===== src/rtl/nes_clock_reset_seq.sv =====
// NES clock/reset sequencer: waits for PLL lock, stabilises, releases SDRAM, then the NES core,
// and generates the phase-aligned PPU (/4) and CPU (/12) clock enables.
module nes_clock_reset_seq #(
    parameter int unsigned STABLE_CYCLES = 21600,
    parameter int unsigned INIT_TIMEOUT  = 2160000,
    parameter int unsigned CNT_W         = 24
) (
    input  logic       clk,
    input  logic       resetn,
    input  logic       pll_lock,
    input  logic       sdram_init_done,
    output logic       sdram_rst_n,
    output logic       nes_rst_n,
    output logic       ppu_ce,
    output logic       cpu_ce,
    output logic       ready,
    output logic       lock_lost,
    output logic       fault,
    output logic [2:0] state
);

    typedef enum logic [2:0] {
        WAIT_LOCK  = 3'd0,
        STABILIZE  = 3'd1,
        SDRAM_INIT = 3'd2,
        RUN        = 3'd3,
        FAULT      = 3'd4
    } state_t;

    localparam logic [CNT_W-1:0] STABLE_LAST  = CNT_W'(STABLE_CYCLES - 1);
    localparam logic [CNT_W-1:0] TIMEOUT_LAST = CNT_W'(INIT_TIMEOUT - 1);
    localparam logic [3:0]       DIV_LAST     = 4'd11;

    logic             sync1;
    logic             lock_s;
    state_t           st;
    logic [CNT_W-1:0] cnt;
    logic [3:0]       div;
    logic             lost_q;

    // Two-flop synchroniser for the asynchronous PLL lock
    always_ff @(posedge clk or negedge resetn) begin
        if (!resetn) begin
            sync1  <= 1'b0;
            lock_s <= 1'b0;
        end else begin
            sync1  <= pll_lock;
            lock_s <= sync1;
        end
    end

    // Sequencing FSM; lock loss has priority over every other transition
    always_ff @(posedge clk or negedge resetn) begin
        if (!resetn) begin
            st     <= WAIT_LOCK;
            cnt    <= '0;
            div    <= '0;
            lost_q <= 1'b0;
        end else begin
            case (st)
                WAIT_LOCK: begin
                    cnt <= '0;
                    if (lock_s) st <= STABILIZE;
                end
                STABILIZE: begin
                    if (!lock_s) begin
                        st     <= WAIT_LOCK;
                        cnt    <= '0;
                        lost_q <= 1'b1;
                    end else if (cnt == STABLE_LAST) begin
                        st  <= SDRAM_INIT;
                        cnt <= '0;
                    end else begin
                        cnt <= cnt + CNT_W'(1);
                    end
                end
                SDRAM_INIT: begin
                    if (!lock_s) begin
                        st     <= WAIT_LOCK;
                        cnt    <= '0;
                        lost_q <= 1'b1;
                    end else if (sdram_init_done) begin
                        st  <= RUN;
                        cnt <= '0;
                        div <= '0;
                    end else if (cnt == TIMEOUT_LAST) begin
                        st  <= FAULT;
                        cnt <= '0;
                    end else begin
                        cnt <= cnt + CNT_W'(1);
                    end
                end
                RUN: begin
                    if (!lock_s) begin
                        st     <= WAIT_LOCK;
                        div    <= '0;
                        lost_q <= 1'b1;
                    end else begin
                        div <= (div == DIV_LAST) ? 4'd0 : div + 4'd1;
                    end
                end
                FAULT: begin
                    cnt <= '0;
                end
                default: begin
                    st  <= WAIT_LOCK;
                    cnt <= '0;
                    div <= '0;
                end
            endcase
        end
    end

    // Outputs decode only registered state and divider
    assign state       = st;
    assign sdram_rst_n = (st == SDRAM_INIT) || (st == RUN);
    assign nes_rst_n   = (st == RUN);
    assign ready       = (st == RUN);
    assign fault       = (st == FAULT);
    assign lock_lost   = lost_q;
    assign ppu_ce      = (st == RUN) && (div[1:0] == 2'b11);
    assign cpu_ce      = (st == RUN) && (div == DIV_LAST);

endmodule


===== config.mk =====
export PLATFORM = sky130hd
export DESIGN_NAME = nes_clock_reset_seq
export DESIGN_NICKNAME = d
export VERILOG_FILES = /design/src/rtl/nes_clock_reset_seq.sv
export SDC_FILE = /design/constraint.sdc
export NUM_CORES = 1
export LEC_CHECK = 0
export BUFFER_PORTS_ARGS = -buffer_cell sky130_fd_sc_hd__buf_2
export CAP_MARGIN = 30
export CORE_AREA = 2 2 60 62
export CTS_BUF_LIST = sky130_fd_sc_hd__clkbuf_4 sky130_fd_sc_hd__clkbuf_8 sky130_fd_sc_hd__clkbuf_16
export DETAILED_ROUTE_END_ITERATION = 6
export DIE_AREA = 0 0 62 64
export PLACE_DENSITY = 0.77
export SLEW_MARGIN = 25
export SYNTH_ARGS = -nofsm -noshare
export SYNTH_HDL_FRONTEND = slang
export SYNTH_SLANG_ARGS = --single-unit

===== constraint.sdc =====
create_clock -name clk -period 3 [get_ports clk]
set_input_delay 0 -clock clk [delete_from_list [all_inputs] [get_ports clk]]
set_output_delay 0 -clock clk [all_outputs]
set_load 0.005 [all_outputs]

==> run summary, run 1 <==
run status = finished clean
number of slew-limit violations in the final report = 0
period utilisation layout = 73.5%
areal power density over the cells = 497 nW/um2
fill count = 279
number of cells produced by synthesis = 207
net count of the mapped netlist = 213
net switching power = 0.362 mW
multiplexer share of the synthesized area = 1.06%
EDFF count, synth = 0
internal power = 0.701 mW
starting DRC count in detailed routing = 152
share of power burned in registers = 51.9%
floorplan die width = 62 um
depth of the worst register-to-register path = 6
top fanout value on the critical path = 22
Leak = 0.872 nW
GRT Resource Usage Total = 24.1%
Worst Skew = 0.0121 ns
number of synthesis warnings = 0
deepest clock path buffer count = 2
setup repair after global routing missed its margin = no
grt total ovfl = 0
effective utilization at floorplan = 61.3%
Synth Flop Type = sky130_fd_sc_hd__dfrtp_1
Avg Cell Area, Syn = 9.73 um2
switching power share of the total = 34.1%
area of the die = 3970 um2
number of antenna violations at the first check in global routing = 0
Port-buffer cells = 13
die outline height = 64 um
placement-stage cell area = 2050 um2
placed cell count = 254
final hold violations = 0
number of global-route vias before repair = 1,531
DRT Pass-1 Iters = 4
Tmin final = 2.21 ns
net count of the finished layout = 224
setup_tns = 0 ns
adder and majority cell fraction of the synthesized area = 1.24%
capture point of the worst reg-to-reg path = cnt[2]
register bit total from synthesis = 34
via count = 1,704
category of the worst setup path launch point = flop
maximum capacitance violations = 0
area added between synthesis and finish = 6.15%
top achievable clock speed = 453 MHz
cts bufs inserted = 5
arrival time reported for the critical path endpoint = 2.43 ns
total wirelength of the detailed-routed design = 4210 um
compound-gate portion of the synthesized area = 20.7%
final cell count without fillers = 264
simple logic cell fraction of the synthesized area = 28.1%
multi-input gate area in the final layout = 1050 um2
antenna cell count = 0
clock share of power = 23.9%
part of the Yosys area used for sequential elements = 42.3%
clock latency of the later-clocked register in the worst-skew pair = 0.34 ns
required time at the endpoint of the critical path = 3.22 ns
DPL Wire Length = 2880 um
Core Rows = 21
Core Util, Final = 65.1%
Worst setup EP type = flop
share of async-settable or async-resettable flops after synthesis = 100%
level count of the clock H-tree = 2
final RePlAce weighted congestion = 0.830
number of sinks on the clock net = 34
dominant combinational cell family by area after synthesis = simple AND/OR/NAND/NOR gates
final standard cell area without fillers = 2140 um2
worst flop-to-flop path startpoint = cnt[0]
synthesized-area fraction occupied by xor and xnor cells = 1.31%
classification of the worst setup path = reg2reg
pin count of the biggest net entering global routing = 35
top-level I/O count = 14
post-detailed-route DRC marker count = 0
clock root buffer = sky130_fd_sc_hd__clkbuf_4
routed length per instance = 15.9 um
setup violators final = 0
reg2reg setup slack = 0.79 ns
share of layout cells above drive strength 1 = 18.3%
Combinational Power Share = 24.2%
slew at the pin closest to its max-slew limit = 0.727 ns
Floorplan Core Area = 3280 um2
distinct cell type count of the synthesized netlist = 54
Seq. cell area = 851 um2
routed vias/inst = 6.45
post-detailed-route count of antenna-violating nets = 0
IR drop worst, VDD = 0.000274 V
first-pass GRT wire length = 7120 um
path category of the worst min-delay check = in2async
Worst-path clk slew = 0.10 ns
Slew headroom = 51.5%
CTS tree = built
power after layout = 1.06 mW
synthesized cell area = 2010 um2
-- state kept, by name (all words and copies together), names as in the netlist --
| name | cells |
|---|---|
| cnt | 24 |
| state | 3 |
| lock_s | 1 |
| sync1 | 1 |
| div | 4 |
| lock_lost | 1 |
-- cell type report --
class / count / share of cell area [%]
multi-input combinational: 155 / 49.4
tap: 46 / 2.69
inverter: 5 / 0.878
sequential: 34 / 39.8
clock buffer: 7 / 2.46
timing repair buffer: 17 / 4.80
-- kinds of logic after synthesis --
logic type,Yosys count
buf+inv,18
mux,2
simple gates,93
compound gates,55
flops,34
xor+xnor,3
fa+ha+maj,2
-- what timing repair did --
item | in CTS | in global routing
hold buffers | 3 | 0
setup buffers | 0 | 0
hold endpoints to repair | 36 | 0
gates resized for setup | 0 | 0
-- cells in the final DEF (no fill, tap or decap), types with 3 or more instances in the layout --
cell type / count
sky130_fd_sc_hd__and3_1: 3
sky130_fd_sc_hd__o31ai_1: 13
sky130_fd_sc_hd__o21ai_0: 9
sky130_fd_sc_hd__nand2_1: 13
sky130_fd_sc_hd__a21oi_1: 10
sky130_fd_sc_hd__a21oi_2: 6
sky130_fd_sc_hd__nor2_1: 17
sky130_fd_sc_hd__dfrtp_1: 34
sky130_fd_sc_hd__dlygate4sd3_1: 3
sky130_fd_sc_hd__inv_1: 4
sky130_fd_sc_hd__nor4b_1: 4
sky130_fd_sc_hd__clkbuf_4: 7
sky130_fd_sc_hd__and4_1: 4
sky130_fd_sc_hd__nand4_1: 7
sky130_fd_sc_hd__nand3_1: 12
sky130_fd_sc_hd__buf_2: 13
sky130_fd_sc_hd__or4_1: 10
-- metrics by stage --
step                      setup slack [ns]  hold slack (ns)
after detailed placement             0.827            0.105
after global placement               0.955            0.101
after floorplan                       1.13           -0.296
after CTS                            0.833            0.271
final                                0.794            0.236
after global routing                 0.695            0.289
-- worst max-delay path, cell delays in order, from the launching register on --
cell	delay [ns]
sky130_fd_sc_hd__dfrtp_1	0.42
sky130_fd_sc_hd__ha_1	0.26
sky130_fd_sc_hd__and4_1	0.39
sky130_fd_sc_hd__nand4_2	0.21
sky130_fd_sc_hd__a2111oi_4	0.35
sky130_fd_sc_hd__buf_4	0.34
sky130_fd_sc_hd__nor3_1	0.10
-- power by group through the flow --
stage                     sequential [mW]  clock (mW)  combinational [mW]
final                               0.552       0.254               0.257
after global routing                0.560       0.288               0.285
after CTS                           0.550       0.259               0.258
after detailed placement            0.559           0               0.253
after global placement              0.554           0               0.239
after floorplan                     0.533           0               0.233
-- routing by layer --
metal | wire (um) | track usage, % | share of wire (%)
met1 | 1960 | 35.4 | 46
met2 | 1960 | 33.2 | 46
met3 | 227 | 6.88 | 5.4
met4 | 68 | 9.04 | 1.6
met5 | 0 | 0 | 0
-- worst max-delay path by stage --
stage            from       to  slack [ns]  depth (start not counted)
6_report       cnt[0]   cnt[2]        0.79                          6
5_1_grt        cnt[0]   cnt[7]        0.70                          6
4_1_cts        cnt[0]   cnt[7]        0.83                          6
3_5_place_dp   cnt[0]   cnt[7]        0.83                          6
3_3_place_gp   cnt[0]   cnt[7]        0.95                          6
2_1_floorplan  cnt[0]  cnt[13]        1.13                          7
-- Yosys cell counts (3+ instances only) --
master | count | area [um2]
sky130_fd_sc_hd__nand2_1 | 13 | 48.8
sky130_fd_sc_hd__dfrtp_1 | 34 | 851
sky130_fd_sc_hd__nor2_1 | 17 | 63.8
sky130_fd_sc_hd__o31ai_1 | 13 | 97.6
sky130_fd_sc_hd__nor4b_1 | 4 | 35.0
sky130_fd_sc_hd__a21oi_1 | 10 | 50.1
sky130_fd_sc_hd__and3_1 | 3 | 18.8
sky130_fd_sc_hd__or4_1 | 10 | 75.1
sky130_fd_sc_hd__a21oi_2 | 6 | 52.6
sky130_fd_sc_hd__buf_6 | 3 | 33.8
sky130_fd_sc_hd__and4_1 | 4 | 35.0
sky130_fd_sc_hd__inv_1 | 4 | 15.0
sky130_fd_sc_hd__buf_2 | 5 | 25.0
sky130_fd_sc_hd__o21ai_0 | 9 | 45.0
sky130_fd_sc_hd__buf_4 | 3 | 22.5
sky130_fd_sc_hd__nand3_1 | 12 | 60.1
sky130_fd_sc_hd__nand4_1 | 7 | 43.8
No activity file was read; power rests on OpenSTA's default activity.
==> run 2, diff against run 1 <==
ABC_AREA = 1   (was not set)
CORE_AREA = 2 2 64 66   (was 2 2 60 62)
DIE_AREA = 0 0 66 68   (was 0 0 62 64)
PLACE_DENSITY = 0.73   (was 0.77)
clock period = 2.07 ns   (was 3 ns; I/O delays follow)
==> run 2 against run 1 <==
Clock skew down 0.0062 ns. Largest power group unchanged. Synthesized cell count up 52%. Critical path depth up 4. Highest routed layer unchanged. Flip-flop and latch count unchanged. Wire length up 16%. Synthesized area up 8.4%. First-iteration DRC count up 47%. Total power up 13%. Worst setup slack worse by 0.35 ns. Clock power up 100%. Largest cell class unchanged. Non-clock buffer count down 1. Global-route usage up 1.6 points.
==> run summary, run 2 <==
run status = finished clean
Tmin final = 1.63 ns (-0.578 ns)
level count of the clock H-tree = 2 (unchanged)
Worst-path clk slew = 0.07 ns (-0.03 ns)
most frequent cells after synthesis = sky130_fd_sc_hd__nand2_1, sky130_fd_sc_hd__inv_1, sky130_fd_sc_hd__nor2_1, sky130_fd_sc_hd__dfrtp_1, sky130_fd_sc_hd__nand3_1
arrival time reported for the critical path endpoint = 1.81 ns (-0.62 ns)
Worst Skew = 0.00592 ns (-0.00620 ns)
synthesized cell area = 2180 um2 (+8.4%)
Port-buffer cells = 13 (unchanged)
DRT Pass-1 Iters = 6 (+2)
starting DRC count in detailed routing = 224 (+47%)
grt total ovfl = 0 (unchanged)
cell type contributing the most total cell area after synthesis = sky130_fd_sc_hd__dfrtp_1
max reg flops = 24 (unchanged)
first-pass GRT wire length = 8600 um (+21%)
Floorplan Core Area = 3860 um2 (+17%)
areal power density over the cells = 502 nW/um2 (+0.92%)
top fanout value on the critical path = 15 (-32%)
final hold violations = 0 (unchanged)
path category of the worst min-delay check = in2reg
number of global-route vias before repair = 1,858 (+21%)
Core Rows = 23 (+9.5%)
cell with the most instances after synthesis = sky130_fd_sc_hd__nand2_1
Worst setup EP type = flop
top-level I/O count = 14 (unchanged)
required time at the endpoint of the critical path = 2.25 ns (-0.97 ns)
GRT Resource Usage Total = 25.6% (+1.6 points)
part of the Yosys area used for sequential elements = 39.0% (-3.3 points)
area added between synthesis and finish = 9.92%
top achievable clock speed = 614 MHz (+35%)
floorplan die width = 66 um (+6.5%)
category of the worst setup path launch point = flop
worst setup timing slack at the placement stage = 0.437 ns (-0.391 ns)
period utilisation layout = 78.6% (+5.1 points)
register bit total from synthesis = 34 (unchanged)
capture point of the worst reg-to-reg path = cnt[12]
net count of the finished layout = 340 (+52%)
IR drop worst, VDD = 0.000320 V (+17%)
number of antenna violations at the first check in global routing = 0 (unchanged)
final setup margin = 0.442 ns (-0.352 ns)
share of async-settable or async-resettable flops after synthesis = 100% (unchanged)
antenna cell count = 0 (unchanged)
reg2reg setup slack = 0.44 ns (-0.35 ns)
setup_tns = 0 ns (unchanged)
distinct cell type count of the synthesized netlist = 30 (-44%)
post-detailed-route count of antenna-violating nets = 0 (unchanged)
depth of the worst register-to-register path = 10 (+4)
area of the die = 4490 um2 (+13%)
largest register by flop count = cnt
total wirelength of the detailed-routed design = 4880 um (+16%)
most common library cell in the layout ignoring fill and taps = sky130_fd_sc_hd__nand2_1
worst flop-to-flop path startpoint = cnt[0]
final RePlAce weighted congestion = 0.933 (+12%)
Avg Cell Area, Syn = 6.93 um2 (-29%)
number of sinks on the clock net = 34 (unchanged)
routed vias/inst = 5.06 (-22%)
Synth Flop Type = sky130_fd_sc_hd__dfrtp_1
CTS tree = built
classification of the worst setup path = reg2reg
commonest cells after routing, fill and taps aside = sky130_fd_sc_hd__nand2_1, sky130_fd_sc_hd__inv_1, sky130_fd_sc_hd__nor2_1, sky130_fd_sc_hd__dfrtp_1, sky130_fd_sc_hd__nand3_1
net count of the mapped netlist = 321 (+51%)
number of slew-limit violations in the final report = 0 (unchanged)
clock root buffer = sky130_fd_sc_hd__clkbuf_8
effective utilization at floorplan = 56.6% (-4.7 points)
share of layout cells above drive strength 1 = 11.9% (-6.4 points)
die outline height = 68 um (+6.3%)
Slew headroom = 49.2% (-2.3 points)
number of synthesis warnings = 0 (unchanged)
via count = 1,947 (+14%)
area share of the leading cell type in the synthesized netlist = 39.0% (-3.3 points)
clock latency of the later-clocked register in the worst-skew pair = 0.28 ns (-0.06 ns)
end point of the critical path = cnt[12]
DPL Wire Length = 3670 um (+28%)
number of cells produced by synthesis = 315 (+52%)
CP Launch Point = cnt[0]
deepest clock path buffer count = 2 (unchanged)
EDFF count, synth = 0 (unchanged)
cts bufs inserted = 5 (unchanged)
post-detailed-route DRC marker count = 0 (unchanged)
Leak = 1.30 nW (+49%)
pin count of the biggest net entering global routing = 35 (unchanged)
slew at the pin closest to its max-slew limit = 0.762 ns (+0.0342 ns)
setup violators final = 0 (unchanged)
top cells by area in the synthesized netlist = sky130_fd_sc_hd__dfrtp_1, sky130_fd_sc_hd__nand2_1, sky130_fd_sc_hd__inv_1
routed length per instance = 12.7 um (-21%)
setup repair after global routing missed its margin = no
maximum capacitance violations = 0 (unchanged)
run 2: cell count changes in the layout (fill, tap and decap cells not counted), sizes merged, moves of 5 or more:
cell   previous run  this run
or4              10         0
o31ai            13         0
nor2             17        52
nor3              2         7
nand3            12        22
nand2            14        88
inv               5        61
a21oi            16         9
run 2: timing repair:
action | 4_1_cts | 5_1_grt
hold endpoints to repair | 35 | 0
gates resized for setup | 0 | 0
setup buffers | 0 | 0
hold buffers | 2 | 0
run 2: cell families after synthesis:
logic type / after synthesis / share of synthesized area [%]
AOI/OAI and AO/OA: 20 / 5.22
buffers and inverters: 65 / 12.0
and+or+nand+nor: 184 / 38.6
xor gates and xnor gates: 10 / 4.01
DFF: 34 / 39.0
adders and majority gates: 2 / 1.15
run 2: per-layer routing:
| metal | global-route usage, % | share of wire, % |
|---|---|---|
| met1 | 35.3 | 48 |
| met2 | 41.3 | 45 |
| met3 | 3.45 | 5.5 |
| met4 | 9.95 | 0.68 |
| met5 | 0 | 0 |
run 2: through the flow:
stage | instance area (um2) | hold slack [ns] | utilization [%] | cells | total power [mW]
global route | 2400 | 0.0929 | 62.2 | 385 | 1.25
CTS | 2400 | 0.0575 | 62.2 | 385 | 1.22
global placement | 2280 | 0.108 | 59.2 | 375 | 0.700
floorplan | 2180 | -0.296 | - | 315 | 0.682
finish | 2400 | 0.0645 | 62.2 | 385 | 1.20
detailed placement | 2280 | 0.110 | 59.2 | 375 | 0.700
run 2: critical path: stages, from the launching register on:
cell,delay [ns]
sky130_fd_sc_hd__dfrtp_1,0.37
sky130_fd_sc_hd__ha_1,0.20
sky130_fd_sc_hd__nand2_1,0.07
sky130_fd_sc_hd__nor2_2,0.13
sky130_fd_sc_hd__inv_1,0.06
sky130_fd_sc_hd__nor2_1,0.09
sky130_fd_sc_hd__nand2_1,0.07
sky130_fd_sc_hd__nand2_2,0.16
sky130_fd_sc_hd__nand3_4,0.21
sky130_fd_sc_hd__nand2_1,0.12
sky130_fd_sc_hd__inv_1,0.04
run 2: final cells by class:
class                           count  area [um2]
Fill cell                         373        1460
Inverter                           61         229
Tap cell                           50        62.6
Sequential cell                    34         851
Clock inverter                      1        5.00
Clock buffer                        7        90.1
Timing Repair Buffer               16        92.6
Multi-Input combinational cell    216        1070
run 2: how the worst min path moves through the flow:
stage,startpoint,cells past startpoint,to
floorplan,resetn,0,cnt[0]
global placement,pll_lock,1,sync1
detailed placement,pll_lock,1,sync1
CTS,sdram_init_done,4,state[2]
global route,sdram_init_done,4,state[2]
finish,sdram_init_done,4,state[2]
run 2: power breakdown:
group / internal (mW) / switching [mW]
clock network: 0.281 / 0.233
logic: 0.00495 / 0.0163
registers: 0.666 / 0.00181
total: 0.952 / 0.251
